[config.mk]
export PLATFORM = sky130hd
export DESIGN_NAME = rr_seg_arbiter_flat
export DESIGN_NICKNAME = d
export VERILOG_FILES = /design/src/rtl/rr_seg_arbiter_pkg.sv /design/src/rtl/rr_seg_arbiter_if.sv /design/src/rtl/seg7_dec.sv /design/src/rtl/rr_seg_arbiter.sv /design/src/flat_wrapper.sv
export SDC_FILE = /design/constraint.sdc
export NUM_CORES = 1
export LEC_CHECK = 0
export BUFFER_PORTS_ARGS = -buffer_cell sky130_fd_sc_hd__clkbuf_2
export CAP_MARGIN = 5
export CORE_MARGIN = 1.5
export CORE_UTILIZATION = 23
export DETAILED_ROUTE_END_ITERATION = 8
export HOLD_SLACK_MARGIN = 0.03
export PLACE_DENSITY = 0.4
export SYNTH_ARGS = -nofsm -noshare
export SYNTH_HDL_FRONTEND = slang
export SYNTH_SLANG_ARGS = --single-unit
[constraint.sdc]
create_clock -name clk -period 3.85 [get_ports clk]
set_input_delay 0 -clock clk [delete_from_list [all_inputs] [get_ports clk]]
set_output_delay 0 -clock clk [all_outputs]
set_load 0.03 [all_outputs]
[src/rtl/rr_seg_arbiter_pkg.sv]
// Shared types and constants for the round-robin arbiter with 7-segment status.
// Latency: n/a (package only).
// Backpressure: n/a (package only).
package rr_seg_arbiter_pkg;

   // Arbiter FSM states
   typedef enum logic [1:0] {
      ST_IDLE  = 2'd0,
      ST_GRANT = 2'd1,
      ST_COOL  = 2'd2
   } state_e;

   // Default maximum number of consecutive cycles a single grant may be held
   localparam int unsigned DEFAULT_TIMEOUT = 16;

   // Active-low segment patterns, bit7..bit0 = a,b,c,d,e,f,g,dp (dp kept off)
   localparam logic [7:0] SEG_DIGIT [10] = '{
      8'h03, 8'h9F, 8'h25, 8'h0D, 8'h99,
      8'h49, 8'h41, 8'h1F, 8'h01, 8'h09
   };

   // All segments off
   localparam logic [7:0] SEG_BLANK = 8'hFF;

endpackage

[src/rtl/rr_seg_arbiter_if.sv]
// Request/grant bundle between the requesters and the arbiter.
// Latency: n/a (wiring only).
// Backpressure: level-sensitive requests are held until granted; done releases a grant.
interface rr_seg_arbiter_if;
   logic       en;
   logic [7:0] req;
   logic       done;
   logic [7:0] gnt;
   logic       gnt_valid;
   logic [2:0] gnt_id;
   logic       timeout;

   // Requester side drives requests and sees grants
   modport master (
      output en, req, done,
      input  gnt, gnt_valid, gnt_id, timeout
   );

   // Arbiter side sees requests and drives grants
   modport slave (
      input  en, req, done,
      output gnt, gnt_valid, gnt_id, timeout
   );
endinterface

[src/rtl/seg7_dec.sv]
// Decodes a 0..9 value into active-low 7-segment drive, or blank.
// Latency: purely combinational.
// Backpressure: none.
module seg7_dec
   import rr_seg_arbiter_pkg::*;
(
   input  logic [3:0] val_i,
   input  logic       blank_i,
   output logic [7:0] seg_o
);

   // Values above 9 have no digit glyph, so they show blank as well
   always_comb begin
      seg_o = SEG_BLANK;
      if (!blank_i && (val_i <= 4'd9)) begin
         seg_o = SEG_DIGIT[val_i];
      end
   end

endmodule

[src/rtl/rr_seg_arbiter.sv]
// 8-way round-robin arbiter with hold timeout, cool-down cycle and 7-seg status.
// Latency: grant registered one cycle after a request is seen in IDLE.
// Backpressure: grant held until done, request drop or TIMEOUT; en only gates new grants.
module rr_seg_arbiter
   import rr_seg_arbiter_pkg::*;
#(
   parameter int unsigned TIMEOUT = DEFAULT_TIMEOUT
) (
   input  logic              clk,
   input  logic              rst,
   rr_seg_arbiter_if.slave   arb,
   output logic [7:0]        o_seg0,
   output logic [7:0]        o_seg1,
   output logic [7:0]        o_seg2,
   output logic [7:0]        o_seg3,
   output logic [7:0]        o_seg4,
   output logic [7:0]        o_seg5,
   output logic [7:0]        o_seg6,
   output logic [7:0]        o_seg7
);

   state_e     state_q;
   logic [2:0] ptr_q;
   logic [7:0] timer_q;
   logic [3:0] cnt_q;
   logic [7:0] gnt_q;
   logic [2:0] gnt_id_q;
   logic       timeout_q;

   logic       pick_vld_d;
   logic [2:0] pick_id_d;
   logic       rel_norm_d;
   logic       tmo_hit_d;
   logic [3:0] cnt_d;

   // Scan upward from ptr with wrap; iterating from the far end lets the nearest hit win
   always_comb begin
      pick_vld_d = 1'b0;
      pick_id_d  = ptr_q;
      for (int i = 7; i >= 0; i--) begin
         if (arb.req[ptr_q + 3'(i)]) begin
            pick_vld_d = 1'b1;
            pick_id_d  = ptr_q + 3'(i);
         end
      end
   end

   // Release conditions: done or request drop are normal and take precedence over expiry
   always_comb begin
      rel_norm_d = arb.done || !arb.req[gnt_id_q];
      tmo_hit_d  = (timer_q == 8'(TIMEOUT - 1));
      cnt_d      = (cnt_q == 4'd9) ? 4'd0 : cnt_q + 4'd1;
   end

   // Arbiter FSM with all outputs registered
   always_ff @(posedge clk or posedge rst) begin
      if (rst) begin
         state_q   <= ST_IDLE;
         ptr_q     <= 3'd0;
         timer_q   <= 8'd0;
         cnt_q     <= 4'd0;
         gnt_q     <= 8'd0;
         gnt_id_q  <= 3'd0;
         timeout_q <= 1'b0;
      end else begin
         timeout_q <= 1'b0;
         case (state_q)
            ST_IDLE: begin
               if (arb.en && pick_vld_d) begin
                  state_q  <= ST_GRANT;
                  gnt_q    <= 8'd1 << pick_id_d;
                  gnt_id_q <= pick_id_d;
                  timer_q  <= 8'd0;
                  cnt_q    <= cnt_d;
               end
            end
            ST_GRANT: begin
               if (rel_norm_d || tmo_hit_d) begin
                  state_q   <= ST_COOL;
                  gnt_q     <= 8'd0;
                  ptr_q     <= gnt_id_q + 3'd1;
                  timeout_q <= !rel_norm_d;
               end else begin
                  timer_q <= timer_q + 8'd1;
               end
            end
            ST_COOL: begin
               state_q <= ST_IDLE;
            end
            default: begin
               state_q <= ST_IDLE;
            end
         endcase
      end
   end

   assign arb.gnt       = gnt_q;
   assign arb.gnt_valid = |gnt_q;
   assign arb.gnt_id    = gnt_id_q;
   assign arb.timeout   = timeout_q;

   seg7_dec u_seg_id (
      .val_i   ({1'b0, gnt_id_q}),
      .blank_i (~(|gnt_q)),
      .seg_o   (o_seg0)
   );

   seg7_dec u_seg_cnt (
      .val_i   (cnt_q),
      .blank_i (1'b0),
      .seg_o   (o_seg1)
   );

   assign o_seg2 = SEG_BLANK;
   assign o_seg3 = SEG_BLANK;
   assign o_seg4 = SEG_BLANK;
   assign o_seg5 = SEG_BLANK;
   assign o_seg6 = SEG_BLANK;
   assign o_seg7 = SEG_BLANK;

endmodule

[src/flat_wrapper.sv]
// flat-port wrapper written by rule: the top's interface ports become plain ports
module rr_seg_arbiter_flat import rr_seg_arbiter_pkg::*;
#(
   parameter int unsigned TIMEOUT = DEFAULT_TIMEOUT
)
  (clk, rst, o_seg0, o_seg1, o_seg2, o_seg3, o_seg4, o_seg5, o_seg6, o_seg7, arb_en, arb_req, arb_done, arb_gnt, arb_gnt_valid, arb_gnt_id, arb_timeout);
  rr_seg_arbiter_if arb_i ();
  input  logic clk;
  input  logic rst;
  output logic [7:0] o_seg0;
  output logic [7:0] o_seg1;
  output logic [7:0] o_seg2;
  output logic [7:0] o_seg3;
  output logic [7:0] o_seg4;
  output logic [7:0] o_seg5;
  output logic [7:0] o_seg6;
  output logic [7:0] o_seg7;
  input wire logic [$bits(arb_i.en)-1:0] arb_en;
  input wire logic [$bits(arb_i.req)-1:0] arb_req;
  input wire logic [$bits(arb_i.done)-1:0] arb_done;
  output wire logic [$bits(arb_i.gnt)-1:0] arb_gnt;
  output wire logic [$bits(arb_i.gnt_valid)-1:0] arb_gnt_valid;
  output wire logic [$bits(arb_i.gnt_id)-1:0] arb_gnt_id;
  output wire logic [$bits(arb_i.timeout)-1:0] arb_timeout;
  assign arb_i.en = arb_en;
  assign arb_i.req = arb_req;
  assign arb_i.done = arb_done;
  assign arb_gnt = arb_i.gnt;
  assign arb_gnt_valid = arb_i.gnt_valid;
  assign arb_gnt_id = arb_i.gnt_id;
  assign arb_timeout = arb_i.timeout;
  rr_seg_arbiter #(.TIMEOUT(TIMEOUT)) u_core (.clk(clk), .rst(rst), .arb(arb_i), .o_seg0(o_seg0), .o_seg1(o_seg1), .o_seg2(o_seg2), .o_seg3(o_seg3), .o_seg4(o_seg4), .o_seg5(o_seg5), .o_seg6(o_seg6), .o_seg7(o_seg7));
endmodule
### Yosys cells after proc, flatten, opt, wreduce, memory -nomap -nowiden

Memories as Yosys holds them, arrays and structs flattened.
Cells that the tools add are included.

* memory bits (read-only): 256
* register bits after elaboration: 29
* memories kept: 2
* output and inout bits: 77

* shift-type cells: 1
* reduce and logical (&&, ||, !) cells: 14
* bitwise logic cells: 2
* eq/ne operators: 6
* add/subtract/negate cells: 10
* muxes and demuxes: 52
* $lt $le $gt $ge: 13

Memory list
* (name not given): words 16, bits a word 8, read ports 1, clocked after Yosys merged registers in 0, wr ports 0, RTL line seg7_dec.sv:16 `seg_o = SEG_DIGIT[val_i];`
* (name not given): words 16, bits a word 8, read ports 1, clocked after Yosys merged registers in 0, wr ports 0, RTL line seg7_dec.sv:16

Operators by type and width (count)
* 8-bit two-way mux: 10
* 3-bit by 4-bit less-than comparator with 1-bit output (second input constant): 9
* 8-bit one-hot mux with 2 select lines: 2
* 1-bit binary-select mux with 3-bit select: 9
* 3-bit two-way mux: 8
* 1-bit two-way mux: 19
* 3-bit adder (second input constant): 4
* 5-bit >= comparator (second input constant): 2
* 8-bit by 1-bit adder with 8-bit output (second input constant): 1
* 8-bit by 4-bit equality test with 1-bit output (second input constant): 1
* 8-bit OR reduction: 1
* 1-bit by 3-bit << shifter with 8-bit output (first input constant): 1
* 3-bit by 1-bit adder with 3-bit output (second input constant): 2
* 3-bit by 2-bit adder with 3-bit output (second input constant): 2
* 2-bit AND reduction: 3
* 3-bit AND reduction: 2
* 3-bit NOT with 5-bit output: 1
* 4-bit NOT with 5-bit output: 1
* 4-bit by 1-bit adder with 4-bit output (second input constant): 1
* 4-bit equality test (second input constant): 1
* 3-bit by 4-bit less-or-equal comparator with 1-bit output (second input constant): 1
* 4-bit less-or-equal comparator (second input constant): 1
* 2-bit two-way mux: 2
* 4-bit two-way mux: 1
* 9 further kinds: 13

### Logic depth before layout (Yosys ltp)

Gate-level depths: netlist of run 1.

* depth after elaboration: 14
* gate-level depth with buffers: 13
* depth with buffers taken out: 9

### Hierarchy

A second synthesis of run 1 with hierarchy kept.

* cell total of the unflattened synthesis: 352
* area total of the unflattened synthesis: 3113.0 um^2

By module, submodules not included
* rr_seg_arbiter: area each 2670.1 um^2, times used 1, cells each 290
* seg7_dec: area each 221.5 um^2, times used 2, cells each 31

### Least setup slack after synthesis of run 1

OpenSTA, ideal clock, no wires.

* kind: register to register
* start: reg u_core.ptr_q[1]
* end: reg u_core.gnt_q[4] (netlist: u_core.arb.gnt[4])
* stages on the path, launching flop included: 12
* setup time: 0.122 ns
* period minus slack after synthesis: 3.056 ns
* data required time: 3.728 ns
* data arrival time: 2.935 ns
* path slack: 0.794 ns
* buffers on the path: 2
* cell sequence: dfrtp_1 > buf_2 > inv_1 > ha_1 > buf_6 > mux2_2 > mux4_2 > a31oi_1 > a31oi_1 > a2111oi_4 > nor2_2 > a32o_1

* longest elaborated chain between the ends: 14
* elaborated cells on any way between the ends: 45

RTL lines
* from (decl): RTL line rr_seg_arbiter.sv:23 `logic [2:0] ptr_q;`
* from (signal assigned): RTL line rr_seg_arbiter.sv:81 `ptr_q <= gnt_id_q + 3'd1;`
* 3-bit adder: RTL line rr_seg_arbiter.sv:41, rr_seg_arbiter.sv:43
* 1-bit binary-select mux with 3-bit select: RTL line rr_seg_arbiter.sv:41 `if (arb.req[ptr_q + 3'(i)]) begin`
* 1-bit two-way mux (implied by the code): RTL line rr_seg_arbiter.sv:41
* 3-bit two-way mux / 1-bit two-way mux (equally long branches) (8 in a row): RTL line rr_seg_arbiter.sv:41
* 1-bit by 3-bit << shifter with 8-bit output / 1-bit logical AND (equally long branches): RTL line rr_seg_arbiter.sv:71, rr_seg_arbiter.sv:69
* 8-bit two-way mux / 2-bit by 1-bit != test with 1-bit output (equally long branches)
* 8-bit one-hot mux with 2 select lines / 3-bit AND reduction (equally long branches)
* to (signal assigned): RTL line rr_seg_arbiter.sv:71 `gnt_q <= 8'd1 << pick_id_d;`
* to (decl): RTL line rr_seg_arbiter.sv:26 `logic [7:0] gnt_q;`

Several ways; a longest one is shown, not always the timed one. The select of a mux whose other input is x is not followed.
A chain may end at the register's enable or synchronous reset.

### Final worst setup path of run 1

* start: reg u_core.ptr_q[1]
* end: reg u_core.gnt_id_q[1] (netlist: u_core.arb.gnt_id[1])

* longest elaborated chain between the ends: 13
* elaborated cells on any way between the ends: 41

RTL lines
* 3-bit adder: RTL line rr_seg_arbiter.sv:41, rr_seg_arbiter.sv:43
* 1-bit binary-select mux with 3-bit select: RTL line rr_seg_arbiter.sv:41
* 1-bit two-way mux (implied by the code): RTL line rr_seg_arbiter.sv:41
* 1-bit two-way mux (8 in a row): RTL line rr_seg_arbiter.sv:41
* 1-bit logical AND: RTL line rr_seg_arbiter.sv:69 `if (arb.en && pick_vld_d) begin`
* 2-bit AND reduction (no line)
* to (signal assigned): RTL line rr_seg_arbiter.sv:72 `gnt_id_q <= pick_id_d;`
* to (decl): RTL line rr_seg_arbiter.sv:27 `logic [2:0] gnt_id_q;`

Several ways; a longest one is shown, not always the timed one. The select of a mux whose other input is x is not followed.

==> results of run 1 <==
==> worst reg2reg max path, stage by stage, from the launching register on <==
cell      delay, ns
dfrtp_1        0.34
inv_1          0.09
ha_1           0.77
mux2_2         0.41
mux4_2         0.51
or2_2          0.30
o221ai_1       0.15
a31oi_1        0.08
o21ai_1        0.40
mux2i_1        0.16
==> Yosys cell counts, types with 6 or more instances <==
cell type	instances	share of area, %
buf_4	52	13
a32o_1	8	2.7
ha_1	13	5.5
nor2_1	27	3.4
mux2_2	7	2.7
a21oi_1	9	1.5
dfrtp_1	29	25
mux4_2	13	9.9
xor2_1	7	2.1
nand2_1	34	4.3
nand2b_1	6	1.3
nand3_1	7	1.2
inv_1	12	1.5
o21ai_0	21	3.6
mux2i_1	11	3.7
==> how the worst max path moves through the flow <==
stage / startpoint / to / slack, ns / cells past startpoint
2_1_floorplan: u_core.ptr_q[1]$_DFFE_PP0P_ / u_core.arb.gnt[4]$_DFFE_PP0P_ / 0.79 / 11
3_3_place_gp: u_core.ptr_q[0]$_DFFE_PP0P_ / u_core.arb.gnt_id[1]$_DFFE_PP0P_ / 0.49 / 9
3_5_place_dp: u_core.ptr_q[0]$_DFFE_PP0P_ / u_core.arb.gnt_id[1]$_DFFE_PP0P_ / 0.49 / 9
4_1_cts: u_core.ptr_q[1]$_DFFE_PP0P_ / u_core.arb.gnt_id[1]$_DFFE_PP0P_ / 0.48 / 9
5_1_grt: u_core.ptr_q[0]$_DFFE_PP0P_ / u_core.arb.gnt[6]$_DFFE_PP0P_ / 0.25 / 9
6_report: u_core.ptr_q[1]$_DFFE_PP0P_ / u_core.arb.gnt_id[1]$_DFFE_PP0P_ / 0.49 / 9
==> metrics by stage <==
stage | cell area [um^2] | setup slack (ns)
2_1_floorplan | 3140 | 0.794
3_3_place_gp | 3160 | 0.493
3_5_place_dp | 3160 | 0.493
4_1_cts | 3340 | 0.485
5_1_grt | 3340 | 0.255
6_report | 3340 | 0.487
==> flip-flops by register name, indices dropped and copies added, names as in the netlist <==
name and flops:
u_core.arb.gnt 8, u_core.arb.gnt_id 3, u_core.arb.timeout 1, u_core.cnt_q 4, u_core.ptr_q 3, u_core.state_q 2, u_core.timer_q 8
==> kinds of logic after synthesis <==
kind of cell	Yosys count	synth area share (%)
AOI/OAI and AO/OA	58	13.8
xor gates and xnor gates	10	2.96
adders and majority gates	13	5.50
buffers and inverters	75	16.5
DFF	29	24.5
muxes	35	19.3
other	1	0.127
and+or+nand+nor	104	17.3
==> per-layer routing <==
layer	track usage, %	wire length [um]
met1	15.0	3440
met4	2.76	85
met3	1.50	228
met2	17.7	3540
met5	0	0
==> layout make-up <==
| cell class | count | area, um^2 |
|---|---|---|
| repair buffers | 46 | 253 |
| flip-flops and latches | 29 | 726 |
| clock inverters | 1 | 30.0 |
| well taps | 172 | 215 |
| clock buffers | 7 | 143 |
| inverters | 13 | 48.8 |
| fillers | 1361 | 9230 |
| multi-input cells | 270 | 1930 |
==> flow_summary.ini, run 1 <==
[run_status]
status = complete, no violations

[logic_synthesis]
synthesis.area_mm2 = 0.00296
synth_cells = 325
yosysSeqAreaShare_pct = 24.5
synth_edf_count = 0
yosys_warnings = 0
synthArstFlopShare_pct = 100
synth_seq_cells = 29
yosysUniqueCellTypes = 50
synth-main-ff-cell = dfrtp_1
synth_area_per_cell_um2 = 9.10

[clock_network]
cts_setup_buffers = 0
clock-sinks = 29
cts_tree = yes
clockRootBuffer = clkbuf_16
numCtsBuffers = 5
clk_pin_slew_ns = 0.05
clk_latency_ns = 0.27
clk_path_buf_depth = 2
h-tree-depth = 2
cts_resized = 0
hold_buffers = 1

[place]
numPortBuffers = 38
place_congestion = 0.757
place_hpwl_um = 5500
dpl.cell_count = 529

[min_path]
min_from = arb_done
hold_end = u_core.arb.timeout$_DFF_PP0_
holdPathStages = 3
hold_class = input pin to register

[critical_path]
reg2reg_to = u_core.arb.gnt_id[1]$_DFFE_PP0P_
path_max_fanout = 18
reg2reg_slack_ns = 0.49
crit_chain = inv_1, ha_1, mux2_2, mux4_2, or2_2, o221ai_1, a31oi_1, o21ai_1, mux2i_1
cpPeakStageDelay_ns = 0.77
crit_buf_inv = 1
reg2reg_depth = 9
endpoint_kind = register
critPathRequiredTime_ns = 3.97
critPathTopFamily = multiplexers
timing.rr.start = u_core.ptr_q[1]$_DFFE_PP0P_
slowest_stage = ha_1
cp.arrival_ns = 3.49
cp-start-kind = register
crit_type = register to register

[detailed_routing]
routedWlPerCell_um = 13.6
wl_um = 7300
dr_total_vias = 2381
firstDrtPassIters = 4
drt_iter0_drc = 105
antenna_left = 0
drc_errors = 0
vias_per_cell = 4.43

[timing]
slew_violations = 0
finalHoldViolCount = 0
slew_headroom_pct = 51.3
min_period_over_period_pct = 87.4
setup_viol = 0
fin_setup_tns_ns = 0
fin_worst_skew_ns = 0.00341
timing.fmax_mhz = 297
worstMarginPinSlew_ns = 0.730
period_needed_ns = 3.36
fin_hold_ws_ns = 0.0806
rsz0062_at_grt = false

[die]
pin_count = 89
die_h_um = 116
die_w_um = 116
core_area_mm2 = 0.0126
fp-row-count = 41
dieArea_mm2 = 0.0136
start_util_pct = 23.5

[grt]
grt_antenna_before_repair = 0
grt_max_degree = 30
gr-usage-all-layers_pct = 10.8
grt_pass1_vias = 2116
grt_pass1_wl_um = 11400
grt-ovfl-total = 0

[cells_and_area]
fin_nets = 390
area_growth_pct = 13.0
mostFrequentLayoutCells = conb_1, clkbuf_2, nand2_1, dfrtp_1, nor2_1
final_cells = 538
layout_commonest_cell = conb_1
fin_util_pct = 26.6
antennaDiodeCount = 0
layout-drive-gt1-share_pct = 22.1

[flow_run]
drv_cap = 0
Power of run 1 is left out: the tool's default activity adds up to more than one toggle a clock period on the data nets, which glitch-free logic cannot reach.
==> run 2: changes to the inputs <==
--- a/config.mk
+++ b/config.mk
@@ -11,7 +11,7 @@
 export CORE_UTILIZATION = 23
 export DETAILED_ROUTE_END_ITERATION = 8
 export HOLD_SLACK_MARGIN = 0.03
-export PLACE_DENSITY = 0.4
+export PLACE_DENSITY = 0.41
 export SYNTH_ARGS = -nofsm -noshare
 export SYNTH_HDL_FRONTEND = slang
 export SYNTH_SLANG_ARGS = --single-unit
==> constraint.sdc (replaced) <==
create_clock -name clk -period 2.9 [get_ports clk]
set_input_delay 0 -clock clk [delete_from_list [all_inputs] [get_ports clk]]
set_output_delay 0 -clock clk [all_outputs]
set_load 0.03 [all_outputs]
==> run 2 against run 1 <==
Highest routed layer unchanged. Setup slack lost 0.39 ns. Core utilization grew 1.3 points. Register-to-register slack worse by 0.39 ns. Sequential cell count did not move.
==> flow_summary.ini, run 2 (synthesis gave the netlist of run 1 again) <==
[cells_and_area]
layout_commonest_cell = conb_1
layout-drive-gt1-share_pct = 27.5
mostFrequentLayoutCells = conb_1, clkbuf_2, nand2_1, dfrtp_1, nor2_1
antennaDiodeCount = 0
area_growth_pct = 18.6
fin_nets = 409
final_cells = 557

[critical_path]
timing.rr.start = u_core.ptr_q[0]$_DFFE_PP0P_
slowest_stage = mux4_2
cp.arrival_ns = 2.96
endpoint_kind = register
cpPeakStageDelay_ns = 0.52
crit_type = register to register
crit_chain = clkinv_2, ha_4, mux2_2, mux4_2, or2_2, o221ai_1, a31oi_2, o21a_1, a32o_1
path_max_fanout = 6
cp-start-kind = register
startpoint = u_core.ptr_q[0]$_DFFE_PP0P_
critPathRequiredTime_ns = 3.05

[detailed_routing]
dr_total_vias = 2447
drt_iter0_drc = 107
firstDrtPassIters = 4
antenna_left = 0
routedWlPerCell_um = 13.9
wl_um = 7720
vias_per_cell = 4.39
drc_errors = 0

[timing]
finalHoldViolCount = 0
fin_worst_skew_ns = 0.00595
min_period_over_period_pct = 96.7
timing.fmax_mhz = 357
slew_headroom_pct = 59.2
setup_viol = 0
rsz0062_at_grt = false
period_needed_ns = 2.81
slew_violations = 0
worstMarginPinSlew_ns = 0.606

[clock_network]
clockRootBuffer = clkbuf_16
clk_pin_slew_ns = 0.05
clk_latency_ns = 0.27
clk_path_buf_depth = 2
clock-sinks = 29
numCtsBuffers = 5
cts_tree = yes
h-tree-depth = 2

[grt]
grt_antenna_before_repair = 0
grt_max_degree = 30
grt-ovfl-total = 0
grt_pass1_wl_um = 12400
grt_pass1_vias = 2344
gr-usage-all-layers_pct = 11.7

[die]
dieArea_mm2 = 0.0136
fp-row-count = 41
core_area_mm2 = 0.0126
start_util_pct = 23.5
pin_count = 89
die_w_um = 116
die_h_um = 116

[place]
place_hpwl_um = 5810
place_congestion = 0.753
numPortBuffers = 38
dpl.cell_count = 547

[min_path]
hold_class = input pin to register
min_from = arb_done

[run_status]
status = complete, no violations

[flow_run]
drv_cap = 0
-- run 2: metrics by stage --
step                utilization, %  hold WS (ns)  setup WS [ns]  instance area, um^2  TNS [ns]
floorplan                        -        0.0780        0.00292                 3150         0
global placement              26.3        0.0752         0.0290                 3310         0
detailed placement            26.3        0.0874       -0.00908                 3310  -0.00935
CTS                           27.6        0.0578         0.0473                 3470         0
global route                  27.9        0.0801        0.00526                 3510         0
finish                        27.9        0.0715         0.0950                 3510         0
-- run 2: critical path: cells and delay by family (launching register included) --
kind / cells / cell delay [ns]
compound gates: 4 / 0.75
fa+ha+maj: 1 / 0.30
buf+inv: 1 / 0.08
flops: 1 / 0.37
mux: 2 / 0.86
simple gates: 1 / 0.31
-- run 2: area by class of cell --
cell class                 instances  area, um^2
fill                            1382        9060
inverter                          13        50.0
timing repair buffer              65         409
clock buffer                       8         146
sequential                        29         727
multi-input combinational        270        1960
tap                              172         215
-- run 2: final timing paths --
kind / to / slack, ns / cells past startpoint
hold / removal: u_core.arb.timeout$_DFF_PP0_ / 0.07 / 3
hold reg to reg: u_core.timer_q[1]$_DFFE_PP0P_ / 0.51 / 1
setup reg to reg: u_core.arb.gnt[6]$_DFFE_PP0P_ / 0.09 / 9
setup / recovery: u_core.arb.gnt[6]$_DFFE_PP0P_ / 0.09 / 9
min in group asynchronous: u_core.arb.gnt_id[2]$_DFFE_PP0P_ / 0.33 / 4
max in group asynchronous: u_core.ptr_q[1]$_DFFE_PP0P_ / 2.26 / 4
-- run 2: timing repair --
action,4_1_cts,5_1_grt
cloned,0,0
endpoints found under the setup margin,4,10
buffers inserted,0,1
endpoints found under the hold margin,29,0
hold buffers,1,0
resized for setup,1,7
pin swaps,0,1
-- run 2: layer usage --
metal,global-route usage (%),vias to the layer above,wire [um]
met1,15.5,1196,3500
met3,2.54,6,323
met4,2.28,0,54
met5,0,-,0
met2,19.9,63,3840
li1,-,1182,-
Power of run 2 is left out for the same reason.
==> run 3: changes to the inputs <==
--- a/config.mk
+++ b/config.mk
@@ -11,7 +11,7 @@
 export CORE_UTILIZATION = 23
 export DETAILED_ROUTE_END_ITERATION = 8
 export HOLD_SLACK_MARGIN = 0.03
-export PLACE_DENSITY = 0.41
+export PLACE_DENSITY = 0.42
 export SYNTH_ARGS = -nofsm -noshare
 export SYNTH_HDL_FRONTEND = slang
 export SYNTH_SLANG_ARGS = --single-unit
==> run 3 against run 2 <==
Wire length decreased by 1.1%. Critical path type unchanged. Core utilization fell by 0.53 points. Setup slack better by 0.025 ns. Largest cell class unchanged. Non-clock buffer count shrank 7. Critical endpoint is now u_core.arb.gnt[2]$_DFFE_PP0P_. Count of clock-buffer cells in the layout down 1. Register-to-register slack improved by 0.03 ns. Sequential share of layout area up 0.40 points.
==> flow_summary.ini, run 3 (synthesis gave the netlist of run 1 again) <==
[critical_path]
path_max_fanout = 13
reg2reg_slack_ns = 0.12
cp.arrival_ns = 2.94
critPathRequiredTime_ns = 3.06
cp-start-kind = register
endpoint_kind = register
crit_type = register to register
reg2reg_to = u_core.arb.gnt[2]$_DFFE_PP0P_
timing.rr.start = u_core.ptr_q[0]$_DFFE_PP0P_
reg2reg_depth = 9

[clock_network]
clk_path_buf_depth = 2
clockRootBuffer = clkbuf_16
clock-sinks = 29
cts_tree = yes
clk_pin_slew_ns = 0.05
h-tree-depth = 2
numCtsBuffers = 5
clk_latency_ns = 0.27

[grt]
grt_pass1_vias = 2321
grt-ovfl-total = 0
gr-usage-all-layers_pct = 11.7
grt_pass1_wl_um = 12200
grt_max_degree = 21
grt_antenna_before_repair = 0

[cells_and_area]
layout_commonest_cell = conb_1
antennaDiodeCount = 0
layout-drive-gt1-share_pct = 26.5
nFillCells = 1381
fin_util_pct = 27.4
mostFrequentLayoutCells = conb_1, clkbuf_2, nand2_1, dfrtp_1, nor2_1
fin_nets = 402
stdcell_area_mm2 = 0.00344
area_growth_pct = 16.4

[detailed_routing]
routedWlPerCell_um = 13.9
drt_iter0_drc = 46
dr_total_vias = 2370
firstDrtPassIters = 4
wl_um = 7630
vias_per_cell = 4.31
drc_errors = 0
antenna_left = 0

[place]
numPortBuffers = 38
place_hpwl_um = 6020
dpl-instance-area_mm2 = 0.00325
place_congestion = 0.761
place_worst_setup_slack_ns = -0.0142

[timing]
fin_worst_skew_ns = 0.00254
finalWorstSetupSlack_ns = 0.120
setup_viol = 0
worstMarginPinSlew_ns = 0.541
slew_headroom_pct = 63.6
period_needed_ns = 2.78
rsz0062_at_grt = false
timing.fmax_mhz = 360
min_period_over_period_pct = 95.9
fin_setup_tns_ns = 0
slew_violations = 0
finalHoldViolCount = 0

[run_status]
status = complete, no violations

[min_path]
hold_end = u_core.arb.timeout$_DFF_PP0_
holdPathStages = 3
min_from = arb_done
hold_class = input pin to register

[flow_run]
drv_cap = 0

[die]
die_h_um = 116
die_w_um = 116
fp-row-count = 41
core_area_mm2 = 0.0126
start_util_pct = 23.5
pin_count = 89
dieArea_mm2 = 0.0136
[run 3: cell count changes in the layout (fill, tap and decap cells not counted), sizes merged]
cell,before,now
clkbuf,47,45
buf,25,19
clkinv,1,2
[run 3: cell type report]
class,instances,area (um^2),share of cell area (%)
Timing Repair Buffer,58,343,9.95
Clock buffer,7,153,4.43
Sequential cell,29,727,21.1
Inverter,13,50.0,1.45
Clock inverter,1,5.00,0.145
Multi-Input combinational cell,270,1950,56.7
Tap cell,172,215,6.25
[run 3: worst max-delay path by stage]
stage	endpoint	startpoint
2_1_floorplan	u_core.arb.gnt[2]$_DFFE_PP0P_	u_core.ptr_q[1]$_DFFE_PP0P_
3_5_place_dp	u_core.arb.gnt[2]$_DFFE_PP0P_	u_core.ptr_q[0]$_DFFE_PP0P_
3_3_place_gp	u_core.arb.gnt[2]$_DFFE_PP0P_	u_core.ptr_q[0]$_DFFE_PP0P_
5_1_grt	u_core.arb.gnt[4]$_DFFE_PP0P_	u_core.ptr_q[0]$_DFFE_PP0P_
4_1_cts	u_core.arb.gnt[2]$_DFFE_PP0P_	u_core.ptr_q[0]$_DFFE_PP0P_
6_report	u_core.arb.gnt[2]$_DFFE_PP0P_	u_core.ptr_q[0]$_DFFE_PP0P_
[run 3: stage by stage]
stage	hold WS, ns	instances
after detailed placement	-0.00691	541
final	0.114	550
after global routing	0.136	550
after floorplan	0.0780	374
after global placement	-0.0200	541
after CTS	0.0922	550
[run 3: what timing repair did]
action / 4_1_cts / 5_1_grt
hold buffers: 1 / 0
setup buffers: 0 / 0
endpoints found under the hold margin: 9 / 0
setup endpoints to repair: 4 / 10
resized for setup: 1 / 4
[run 3: critical path, stage by stage, from the launching register on]
cell	delay, ns
dfrtp_1	0.38
buf_4	0.21
ha_1	0.25
xnor2_1	0.36
mux4_2	0.44
or2_2	0.30
o221ai_1	0.15
a31oi_1	0.08
o21a_1	0.25
a32o_1	0.24
[run 3: layer usage]
layer	up-vias	track usage (%)	wire (um)
met2	59	20.6	3830
li1	1162	-	-
met4	0	2.93	86
met3	9	1.87	289
met1	1140	15.0	3420
met5	-	0	0
Power of run 3 is left out for the same reason.
